[src/rtl/la_pkg.sv]
// Shared types and constants for the logic-analyser dump path.
package la_pkg;

  typedef enum logic [2:0] {
    S_IDLE, S_RD, S_LATCH, S_SEND, S_WAIT_TX, S_NAK, S_FIN, S_CKSUM
  } dump_state_t;

  localparam logic [7:0] NAK_BYTE = 8'hEE;
  localparam logic [4:0] DUMP_OPC = 5'b10000;
  localparam int         NUM_CH   = 5;

endpackage

[src/rtl/circ_addr_gen.sv]
// Circular read-address generator: base + count, wrapped at ENTRIES by compare.
module circ_addr_gen #(
  parameter int ENTRIES = 384,
  parameter int LOG2    = 9
) (
  input  logic            clk,
  input  logic            rst,
  input  logic            load_i,
  input  logic [LOG2-1:0] start_i,
  input  logic            inc_i,
  output logic [LOG2-1:0] addr_o,
  output logic            last_o
);

  localparam logic [LOG2:0]   ENT  = (LOG2+1)'(ENTRIES);
  localparam logic [LOG2-1:0] LAST = LOG2'(ENTRIES - 1);

  logic [LOG2-1:0] base_q, cnt_q;
  logic [LOG2:0]   sum;

  always_ff @(posedge clk) begin
    if (rst) begin
      base_q <= '0;
      cnt_q  <= '0;
    end else if (load_i) begin
      // an out-of-range start address restarts the walk at 0
      base_q <= ({1'b0, start_i} >= ENT) ? '0 : start_i;
      cnt_q  <= '0;
    end else if (inc_i) begin
      cnt_q  <= cnt_q + 1'b1;
    end
  end

  always_comb begin
    sum    = {1'b0, base_q} + {1'b0, cnt_q};
    addr_o = (sum >= ENT) ? LOG2'(sum - ENT) : sum[LOG2-1:0];
    last_o = (cnt_q == LAST);
  end

endmodule

[src/rtl/chan_dump_ctrl.sv]
// Channel RAM dump sequencer: walks one channel circularly and streams bytes to UART.
// Optional trailing checksum byte enabled by CHAN_DUMP_CKSUM_EN.
module chan_dump_ctrl
  import la_pkg::*;
#(
  parameter int ENTRIES = 384,
  parameter int LOG2    = 9
) (
  input  logic            clk,
  input  logic            rst,
  input  logic            dump_req,
  input  logic [2:0]      dump_chan,
  input  logic            capt_done,
  input  logic [LOG2-1:0] start_addr,
  input  logic [39:0]     ram_rdata,
  output logic [LOG2-1:0] ram_addr,
  output logic            ram_rd,
  output logic [7:0]      resp_data,
  output logic            send_resp,
  input  logic            resp_sent,
  output logic            dump_busy,
  output logic            dump_done
);

  dump_state_t state_q, state_d;
  logic [2:0]  chan_q;
  logic [7:0]  data_q, byte_sel;
  logic        nak_tx_q;
  logic        load, inc, last;

  circ_addr_gen #(.ENTRIES(ENTRIES), .LOG2(LOG2)) u_addr (
    .clk     (clk),
    .rst     (rst),
    .load_i  (load),
    .start_i (start_addr),
    .inc_i   (inc),
    .addr_o  (ram_addr),
    .last_o  (last)
  );

  always_comb begin
    case (chan_q)
      3'd0:    byte_sel = ram_rdata[7:0];
      3'd1:    byte_sel = ram_rdata[15:8];
      3'd2:    byte_sel = ram_rdata[23:16];
      3'd3:    byte_sel = ram_rdata[31:24];
      default: byte_sel = ram_rdata[39:32];
    endcase
  end

`ifdef CHAN_DUMP_CKSUM_EN
  logic [7:0] sum_q;
  logic       ck_q;
`endif

  always_comb begin
    state_d   = state_q;
    ram_rd    = 1'b0;
    send_resp = 1'b0;
    dump_busy = 1'b1;
    dump_done = 1'b0;
    load      = 1'b0;
    inc       = 1'b0;
    case (state_q)
      S_IDLE: begin
        dump_busy = 1'b0;
        if (dump_req) begin
          if (capt_done && dump_chan < 3'(NUM_CH)) begin
            state_d = S_RD;
            load    = 1'b1;
          end else begin
            state_d = S_NAK;
          end
        end
      end
      S_RD: begin
        ram_rd  = 1'b1;
        state_d = S_LATCH;
      end
      S_LATCH: state_d = S_SEND;
      S_SEND: begin
        send_resp = 1'b1;
        state_d   = S_WAIT_TX;
      end
      S_WAIT_TX: begin
        if (resp_sent) begin
`ifdef CHAN_DUMP_CKSUM_EN
          if (ck_q)      state_d = S_FIN;
          else if (last) state_d = S_CKSUM;
`else
          if (last)      state_d = S_FIN;
`endif
          else begin
            inc     = 1'b1;
            state_d = S_RD;
          end
        end
      end
      S_NAK: begin
        // strobe once on entry, then only listen for the completion
        send_resp = ~nak_tx_q;
        if (nak_tx_q && resp_sent) state_d = S_FIN;
      end
      S_FIN: begin
        dump_busy = 1'b0;
        dump_done = 1'b1;
        state_d   = S_IDLE;
      end
      S_CKSUM: state_d = S_SEND;
      default: state_d = S_IDLE;
    endcase
  end

  always_ff @(posedge clk) begin
    if (rst) begin
      state_q  <= S_IDLE;
      chan_q   <= '0;
      data_q   <= '0;
      nak_tx_q <= 1'b0;
    end else begin
      state_q <= state_d;
      if (load) chan_q <= dump_chan;
      if (state_q == S_IDLE && state_d == S_NAK) begin
        data_q   <= NAK_BYTE;
        nak_tx_q <= 1'b0;
      end
      if (state_q == S_NAK)   nak_tx_q <= 1'b1;
      if (state_q == S_LATCH) data_q   <= byte_sel;
`ifdef CHAN_DUMP_CKSUM_EN
      if (state_q == S_CKSUM) data_q   <= sum_q;
`endif
    end
  end

`ifdef CHAN_DUMP_CKSUM_EN
  always_ff @(posedge clk) begin
    if (rst || load) begin
      sum_q <= '0;
      ck_q  <= 1'b0;
    end else begin
      if (state_q == S_LATCH) sum_q <= sum_q + byte_sel;
      if (state_q == S_CKSUM) ck_q  <= 1'b1;
    end
  end
`endif

  assign resp_data = data_q;

endmodule

[config.mk]
export PLATFORM = sky130hd
export DESIGN_NAME = chan_dump_ctrl
export DESIGN_NICKNAME = d
export VERILOG_FILES = /design/src/rtl/la_pkg.sv /design/src/rtl/circ_addr_gen.sv /design/src/rtl/chan_dump_ctrl.sv
export SDC_FILE = /design/constraint.sdc
export NUM_CORES = 1
export LEC_CHECK = 0
export CELL_PAD_IN_SITES_DETAIL_PLACEMENT = 0
export CELL_PAD_IN_SITES_GLOBAL_PLACEMENT = 1
export CORE_MARGIN = 1
export CORE_UTILIZATION = 33
export CTS_CLUSTER_SIZE = 28
export DETAILED_ROUTE_END_ITERATION = 12
export PLACE_DENSITY_LB_ADDON = 0.08
export SETUP_SLACK_MARGIN = 0.3
export SLEW_MARGIN = 20
export SYNTH_ARGS = -nofsm -noshare
export SYNTH_HDL_FRONTEND = slang
export SYNTH_HIERARCHICAL = 1
export SYNTH_SLANG_ARGS = --single-unit
[constraint.sdc]
create_clock -name clk -period 2.43 [get_ports clk]
set_input_delay 0.486 -clock clk [delete_from_list [all_inputs] [get_ports clk]]
set_output_delay 0.486 -clock clk [all_outputs]
set_load 0.03 [all_outputs]
==> impl_metrics.ini, run 1 <==
[status]
status = finished, violations left
violations = negative setup slack

[floorplan]
die_area_mm2 = 0.00689
core_area_mm2 = 0.00635
io_pins = 78
start_util = 0.341
die_h_um = 83.0
num_rows = 29
die_x_um = 83.0

[routing]
postRouteAntennaNets = 0
drcViolationCount = 0
firstDrtPassIters = 4
via_per_inst = 5.06
wire_per_inst_um = 14.4
num_vias = 2089
wl_um = 5960
initialDrtViolationCount = 59

[synth]
syn_nets = 304
synth_seq_area_share = 0.305
yosysTopAreaCellShare = 0.305
ys_top_cells_by_area = dfxtp_1, mux4_2, ha_1
synthFlopType = dfxtp_1
syn_area_mm2 = 0.00217
netlist_instances = 236
synth_edf_count = 0
syn_avg_cell_area_um2 = 9.18
synth_cell_types = 51
synth_top_cell_by_area = dfxtp_1
synth-async-reset-ratio = 0
synth_seq_cells = 33
yosysWarnings = 6

[clock_network]
numClockSinks = 33
cts_tree = built
clk_pin_slew_ns = 0.08
root_buffer = clkbuf_8
htreeDepth = 2
clk_latency_ns = 0.29
numCtsBuffers = 5
cts_buffer_depth = 2

[critical_path]
rrSetupSlack_ns = 0.33
reg2regPathDepth = 10
path_max_fanout = 3
crit_path_end = ram_addr[8]
worstPathRequired_ns = 1.94
reg2reg_from = u_addr/cnt_q[0]
crit_path_start = u_addr/cnt_q[4]
critPathLaunchType = flop
arrival_ns = 2.18
cp-end-kind = primary output
rr_endpoint = u_addr/cnt_q[5]
path_class = reg2out

[global_route]
antenna_found_initial = 0
grt_overflow = 0
grt_pass1_wl_um = 9690
grt_pass1_vias = 2076
grtUsageMet3 = 0.0378
met1_usage = 0.207
grt_max_degree = 19
grt_usage = 0.175
top_usage_layer = met2
globalRouteMet2Util = 0.314

[sta]
worst_slack_ns = -0.236
layout_min_cycle_time_ns = 2.67
min_period_over_period = 1.10
maxSlewHeadroom = 0.604
setup_viol = 2
hold_viol_final = 0
worst_slew_pin_slew_ns = 0.594
drv_slew = 0
fmax_mhz = 375
finClkSkew_ns = 0.00918
rsz0062_at_grt = yes

[placed_design]
port_buffers = 77
gp_congestion = 0.754
dp_hpwl_um = 4440

[pwr]
p_per_area_mw_per_mm2 = 593
static-leakage-power_uw = 0.00134
finalPower_uw = 2060
ir_worst_vdd_mv = 0.509

[flow_run]
drv_cap = 0

[worst_hold_path]
min_path_type = reg2reg

[final_layout]
fin_nets = 403
area_delta_synth_final_pct = 60.5
fin_util = 0.548
final_layout_size_suffix_gt1_frac = 0.274
diodes = 0
[power breakdown]
group          internal (uW)  switching (uW)
Sequential               622            72.6
Clock                    201             223
Combinational            456             487
[area by class of cell]
class / instances / area (um2)
fillers: 590 / 2870
multi-input cells: 187 / 1620
repair buffers: 106 / 993
flip-flops and latches: 33 / 671
well taps: 77 / 96.3
clock buffers: 5 / 68.8
clock inverters: 3 / 22.5
inverters: 2 / 7.51
[cells in the final DEF (no fill, tap or decap), drive strengths merged, types with 2 or more instances in the layout]
master / count
clkdlybuf4s50: 66
buf: 37
dfxtp: 33
nor2: 25
a21oi: 21
nand2: 13
nand3: 12
nand2b: 12
ha: 10
xor2: 9
mux4: 8
nor2b: 7
mux2i: 6
mux2: 6
o22ai: 6
clkbuf: 6
o21ai: 6
nand4: 5
or3: 4
a21o: 3
clkinvlp: 3
xnor2: 3
nand4b: 3
nand3b: 3
nor4b: 3
o32ai: 2
a31oi: 2
inv: 2
a2111oi: 2
[through the flow]
| stage | setup slack (ns) | cell area, um2 | TNS [ns] | cells | hold slack, ns |
|---|---|---|---|---|---|
| 4_1_cts | -0.234 | 3290 | -0.468 | 407 | 0.485 |
| 3_5_place_dp | 0.0219 | 3110 | 0 | 393 | 0.475 |
| 3_3_place_gp | 0.0490 | 3110 | 0 | 393 | 0.469 |
| 2_1_floorplan | 0.0589 | 2210 | 0 | 236 | 0.450 |
| 6_report | -0.236 | 3480 | -0.458 | 413 | 0.487 |
| 5_1_grt | -0.302 | 3480 | -0.620 | 413 | 0.507 |
[logic make-up (layout without fill, tap and decap cells)]
kind of cell	count (synthesis)	in the layout	share of synthesized area
adder cells (fa/ha/maj)	11	11	0.0670
multiplexers	20	20	0.146
buffers and inverters	16	116	0.0393
AO/OA/AOI/OAI	49	49	0.150
flip-flops	33	33	0.305
XOR/XNOR	12	12	0.0485
AND/OR/NAND/NOR	95	95	0.245
[worst min path at each step]
stage                      from               end  cells past startpoint
6_report           resp_data[0]      resp_data[0]                      2
5_1_grt            resp_data[0]      resp_data[0]                      2
4_1_cts        u_addr/base_q[3]  u_addr/base_q[3]                      2
3_5_place_dp   u_addr/base_q[3]  u_addr/base_q[3]                      2
3_3_place_gp   u_addr/base_q[0]  u_addr/base_q[0]                      2
2_1_floorplan  u_addr/base_q[8]  u_addr/base_q[8]                      2
[repair_timing]
item / in CTS / in global routing
pin swaps: 15 / 11
setup buffers: 6 / 6
hold buffers: 0 / 0
endpoints found under the setup margin: 12 / 14
gates resized for setup: 38 / 29
hold endpoints to repair: 0 / 0
[critical path, stage by stage, from the launching register on]
cell and delay [ns]:
dfxtp_4 0.35, ha_4 0.24, a21o_1 0.20, a31oi_4 0.18, nand4b_1 0.15, and4bb_4 0.23, or3_1 0.31, nand4_1 0.09
buf_6 0.14
[cell usage after synthesis (2+ instances only)]
cell	instances
mux4_2	6
o21ai_0	5
xor2_1	9
mux2_2	6
nor2_1	25
o22ai_1	6
a21oi_1	21
ha_1	10
nand3b_1	3
buf_4	2
mux2i_1	6
o32ai_1	2
a21o_1	3
xnor2_1	3
nor2b_1	7
mux4_1	2
buf_6	2
nor4b_1	2
nand4b_1	3
nand2_1	13
nand3_1	12
nand4_1	5
nand2b_1	12
dfxtp_1	33
or3_1	4
inv_1	2
clkbuf_1	8
[registers in the layout (all words and copies together) (netlist names)]
| signal | cells |
|---|---|
| chan_q | 3 |
| nak_tx_q | 1 |
| u_addr/cnt_q | 9 |
| state_q | 3 |
| u_addr/base_q | 9 |
| resp_data | 8 |
[per-layer routing]
metal	up-vias	wire, um
met3	7	243
met1	963	2580
li1	1068	-
met4	0	64
met5	-	0
met2	51	3080
Note: power is estimated with default switching activity, not from simulation.
==> inputs of run 2 (changes only) <==
Settings changed: CTS_CLUSTER_DIAMETER from default to 50, GPL_TIMING_DRIVEN from default to 0, PLACE_DENSITY from default to 0.83, PLACE_DENSITY_LB_ADDON 0.08 to default.
==> run 2 against run 1 <==
Via count up 2.0%; wire length down 2.0%; maximum frequency down 1.2%; power up 6.7%; the flow still finishes with violations (negative setup slack); non-clock buffer count down 1; critical path depth unchanged; cell count down 0.24%; highest routed layer unchanged; critical endpoint unchanged.
==> impl_metrics.ini, run 2 (synthesized netlist as in run 1, its figures left out) <==
[status]
status = finished, violations left
violations = negative setup slack

[floorplan]
start_util = 0.341
die_x_um = 83.0
die_h_um = 83.0
core_area_mm2 = 0.00635
num_rows = 29
die_area_mm2 = 0.00689
io_pins = 78

[global_route]
antenna_found_initial = 0
grt_usage = 0.170
grt_pass1_wl_um = 9550
grt_pass1_vias = 2134
grt_max_degree = 12
grt_overflow = 0

[pwr]
static-leakage-power_uw = 0.00133
power_frac_comb = 0.443
net-switching-power_uw = 787
ir_worst_vdd_mv = 0.312
clockPowerShare = 0.248
p_per_area_mw_per_mm2 = 634
swShare = 0.358
p_int_uw = 1410
power_frac_seq = 0.309

[final_layout]
final_cell_mix = clkdlybuf4s50_1, nor2_1, dfxtp_1, buf_4, a21oi_1
diodes = 0
design_area_mm2 = 0.00347
nFillCells = 557
final_cells = 412
final_layout_size_suffix_gt1_frac = 0.287
layout_commonest_cell = clkdlybuf4s50_1
area_delta_synth_final_pct = 60.2
fin_nets = 402
fin_util = 0.546

[clock_network]
cts_hold_buf = 0
cts_tree = built
clk_latency_ns = 0.29
numCtsBuffers = 5
root_buffer = clkbuf_8
clk_pin_slew_ns = 0.07
cts_buffer_depth = 2
htreeDepth = 2
numClockSinks = 33

[critical_path]
path_class = reg2out
path_max_fanout = 5
critPathLaunchType = flop
reg2regPathDepth = 9
cp-end-kind = primary output
arrival_ns = 2.21
worstPathRequired_ns = 1.94

[sta]
fmax_mhz = 371
layout_min_cycle_time_ns = 2.70
maxSlewHeadroom = 0.632
min_period_over_period = 1.11
drv_slew = 0
fin_tns_setup_ns = -0.559
worst_slew_pin_slew_ns = 0.553
rsz0062_at_grt = yes
hold_viol_final = 0
worst_slack_ns = -0.268
setup_viol = 3
finClkSkew_ns = 0.00580
whs_ns = 0.468

[placed_design]
dpl.cell_count = 389
dpl_cell_area_mm2 = 0.00306
dp_hpwl_um = 4350
gp_congestion = 0.797
port_buffers = 76

[routing]
via_per_inst = 5.17
initialDrtViolationCount = 79
wl_um = 5840
firstDrtPassIters = 4
drcViolationCount = 0
postRouteAntennaNets = 0
wire_per_inst_um = 14.2
num_vias = 2131

[worst_hold_path]
min_path_type = in2reg
min_path_cells = 2

[flow_run]
drv_cap = 0
==> run 2: cell count changes in the layout (fill, tap and decap cells not counted), sizes merged <==
| cell | change |
|---|---|
| bufinv | +1 |
| buf | -8 |
| dlymetal6s2s | -1 |
| clkbuf | +11 |
| clkdlybuf4s50 | -2 |
| clkinvlp | -2 |
==> run 2: final timing paths <==
path,startpoint,to,slack [ns]
setup / recovery,u_addr/cnt_q[3],ram_addr[8],-0.27
hold / removal,rst,nak_tx_q,0.47
setup reg to reg,u_addr/cnt_q[3],u_addr/cnt_q[7],0.34
hold reg to reg,u_addr/base_q[4],u_addr/base_q[4],0.50
==> run 2: final cells by class <==
class,instances,area [um2],share of cell area
Buffer,14,97.6,0.0281
Clock buffer,6,82.6,0.0238
Clock inverter,2,37.5,0.0108
Inverter,2,7.51,0.00216
Multi-Input combinational cell,187,1620,0.467
Sequential cell,33,678,0.195
Tap cell,77,96.3,0.0278
Timing Repair Buffer,91,850,0.245
==> run 2: timing repair <==
action / CTS / global route
pin swaps: 13 / 11
endpoints found under the setup margin: 30 / 28
buffers inserted: 9 / 6
gates resized for setup: 91 / 26
cloned: 0 / 0
==> run 2: layer usage <==
layer / vias to the layer above / global-route usage / share of wire
li1: 1064 / - / -
met1: 977 / 0.181 / 0.41
met2: 77 / 0.304 / 0.49
met3: 13 / 0.0686 / 0.082
met4: 0 / 0.0596 / 0.024
met5: - / 0 / 0
==> run 2: power by group through the flow <==
stage | logic [uW] | registers, uW | clock network, uW
floorplan | 518 | 765 | 0
global placement | 935 | 684 | 0
detailed placement | 937 | 687 | 0
CTS | 948 | 677 | 556
global route | 1060 | 689 | 587
finish | 974 | 679 | 547
==> run 2: through the flow <==
stage,setup slack [ns],power [uW]
5_1_grt,-0.357,2330
3_3_place_gp,-0.555,1620
4_1_cts,-0.275,2180
3_5_place_dp,-0.585,1620
2_1_floorplan,0.0589,1280
6_report,-0.268,2200
==> run 2: critical path: stages (launching register included) <==
cell,delay (ns)
dfxtp_1,0.38
ha_4,0.19
a21o_1,0.22
a31oi_4,0.19
nand4b_1,0.16
and4bb_4,0.25
or3_1,0.30
nand4_1,0.10
buf_6,0.14
==> inputs of run 3 (changes only) <==
Settings changed: PLACE_DENSITY 0.83 to default, PLACE_DENSITY_LB_ADDON from default to 0.2.
==> run 3 against run 2 <==
The flow still finishes with violations (negative setup slack); count of clock-buffer cells in the layout down 1; maximum frequency grew 0.71%; clock skew up 0.0021 ns; first-iteration DRC count fell by 43%; power is 1.4% lower; sequential power about the same; critical endpoint unchanged; largest cell class unchanged.
==> impl_metrics.ini, run 3 (synthesized netlist as in run 1, its figures left out) <==
[sta]
fin_tns_setup_ns = -0.348
worst_slack_ns = -0.249
drv_slew = 0
rsz0062_at_grt = yes
maxSlewHeadroom = 0.623
min_period_over_period = 1.10
layout_min_cycle_time_ns = 2.68
hold_viol_final = 0
finClkSkew_ns = 0.00791
worst_slew_pin_slew_ns = 0.566
fmax_mhz = 373
setup_viol = 2

[clock_network]
cts_hold_buf = 0
htreeDepth = 2
cts_tree = built
clk_pin_slew_ns = 0.07
clk_latency_ns = 0.29
root_buffer = clkbuf_8
numClockSinks = 33
cts_buffer_depth = 2
numCtsBuffers = 5

[critical_path]
worstPathRequired_ns = 1.94
arrival_ns = 2.19
cp_top_family = simple AND/OR/NAND/NOR gates
path_max_fanout = 4
cp-end-kind = primary output
worst_path_largest_cell_delay_ns = 0.34
critPathLaunchType = flop
path_class = reg2out
worst-path-buf-inv = 1
crit_chain = ha_4, a21o_1, a31oi_4, nand4b_1, and4bb_4, or3_4, nand4_1, buf_6
crit_slowest_cell = dfxtp_2

[final_layout]
final_cells = 411
area_delta_synth_final_pct = 59.7
layout_commonest_cell = clkdlybuf4s50_1
fin_nets = 401
seq_area_um2 = 688
final_layout_size_suffix_gt1_frac = 0.299
multiInputGateArea_mm2 = 0.00162
diodes = 0
final_cell_mix = clkdlybuf4s50_1, nor2_1, dfxtp_1, buf_4, a21oi_1
nFillCells = 595

[floorplan]
die_h_um = 83.0
core_area_mm2 = 0.00635
num_rows = 29
io_pins = 78
die_area_mm2 = 0.00689
die_x_um = 83.0
start_util = 0.341

[global_route]
grt_pass1_vias = 2093
grt_usage = 0.170
grt_max_degree = 13
grt_pass1_wl_um = 9410
grt_overflow = 0
antenna_found_initial = 0

[pwr]
power_frac_seq = 0.314
net-switching-power_uw = 780
swShare = 0.359
p_int_uw = 1390
ir_worst_vdd_mv = 0.359
power_frac_comb = 0.447
static-leakage-power_uw = 0.00134
clockPowerShare = 0.239
p_per_area_mw_per_mm2 = 627

[placed_design]
dp_hpwl_um = 4300
gp_congestion = 0.768
dpl.cell_count = 389
dp_slack_ns = -0.569
port_buffers = 76

[routing]
wl_um = 5680
via_per_inst = 5.09
num_vias = 2094
postRouteAntennaNets = 0
wire_per_inst_um = 13.8
firstDrtPassIters = 4
drcViolationCount = 0
initialDrtViolationCount = 45

[flow_run]
drv_cap = 0

[status]
violations = negative setup slack
status = finished, violations left

[worst_hold_path]
min_path_type = in2reg
run 3: cell count changes in the layout (fill, tap and decap cells not counted), moves of 2 or more:
cell	before	now
a21oi_4	3	0
clkbuf_4	5	2
or3_1	4	2
dfxtp_4	3	6
dfxtp_1	25	23
or3_4	0	2
a21oi_2	3	6
run 3: worst reg2reg max path, stage by stage, from the launching register on:
cell	delay (ns)
dfxtp_4	0.35
buf_4	0.14
and3_4	0.17
nand2_2	0.11
nor4b_4	0.07
nor4b_2	0.25
buf_4	0.16
nand4_1	0.19
or3_4	0.44
a21oi_2	0.12
run 3: through the flow:
stage / hold slack (ns) / instance area [um2] / total power [uW] / util
after global placement: 0.466 / 3060 / 1620 / 0.483
final: 0.472 / 3460 / 2170 / 0.545
after detailed placement: 0.470 / 3060 / 1620 / 0.483
after CTS: 0.463 / 3330 / 2170 / 0.525
after floorplan: 0.450 / 2210 / 1280 / -
after global routing: 0.482 / 3460 / 2310 / 0.545
run 3: power by group through the flow:
| stage | Sequential, uW | Clock (uW) | Combinational [uW] |
|---|---|---|---|
| floorplan | 765 | 0 | 518 |
| global route | 693 | 566 | 1050 |
| finish | 680 | 519 | 970 |
| CTS | 677 | 541 | 950 |
| detailed placement | 686 | 0 | 931 |
| global placement | 685 | 0 | 930 |
run 3: routing by layer:
layer	global-route usage	share of wire	wire length, um
met2	0.295	0.49	2760
met1	0.196	0.42	2390
met3	0.0586	0.072	409
met4	0.0549	0.021	121
met5	0	0	0
run 3: repair_timing:
item,in CTS,in global routing
pin swaps,11,10
endpoints found under the setup margin,30,28
endpoints found under the hold margin,0,0
setup buffers,9,5
resized for setup,86,33
run 3: area by class of cell:
| cell class | count | share of cell area |
|---|---|---|
| Clock buffer | 5 | 0.0199 |
| Sequential cell | 33 | 0.199 |
| Timing Repair Buffer | 90 | 0.242 |
| Multi-Input combinational cell | 187 | 0.469 |
| Buffer | 14 | 0.0268 |
| Clock inverter | 3 | 0.0134 |
| Tap cell | 77 | 0.0278 |
| Inverter | 2 | 0.00217 |
run 3: worst paths after layout:
check	start	end	slack, ns	cells past startpoint
worst max register to register	u_addr/cnt_q[4]	u_addr/cnt_q[7]	0.37	9
worst min-delay path	rst	nak_tx_q	0.47	2
worst min register to register	u_addr/base_q[6]	u_addr/base_q[6]	0.48	2
worst max-delay path	u_addr/base_q[4]	ram_addr[8]	-0.25	8
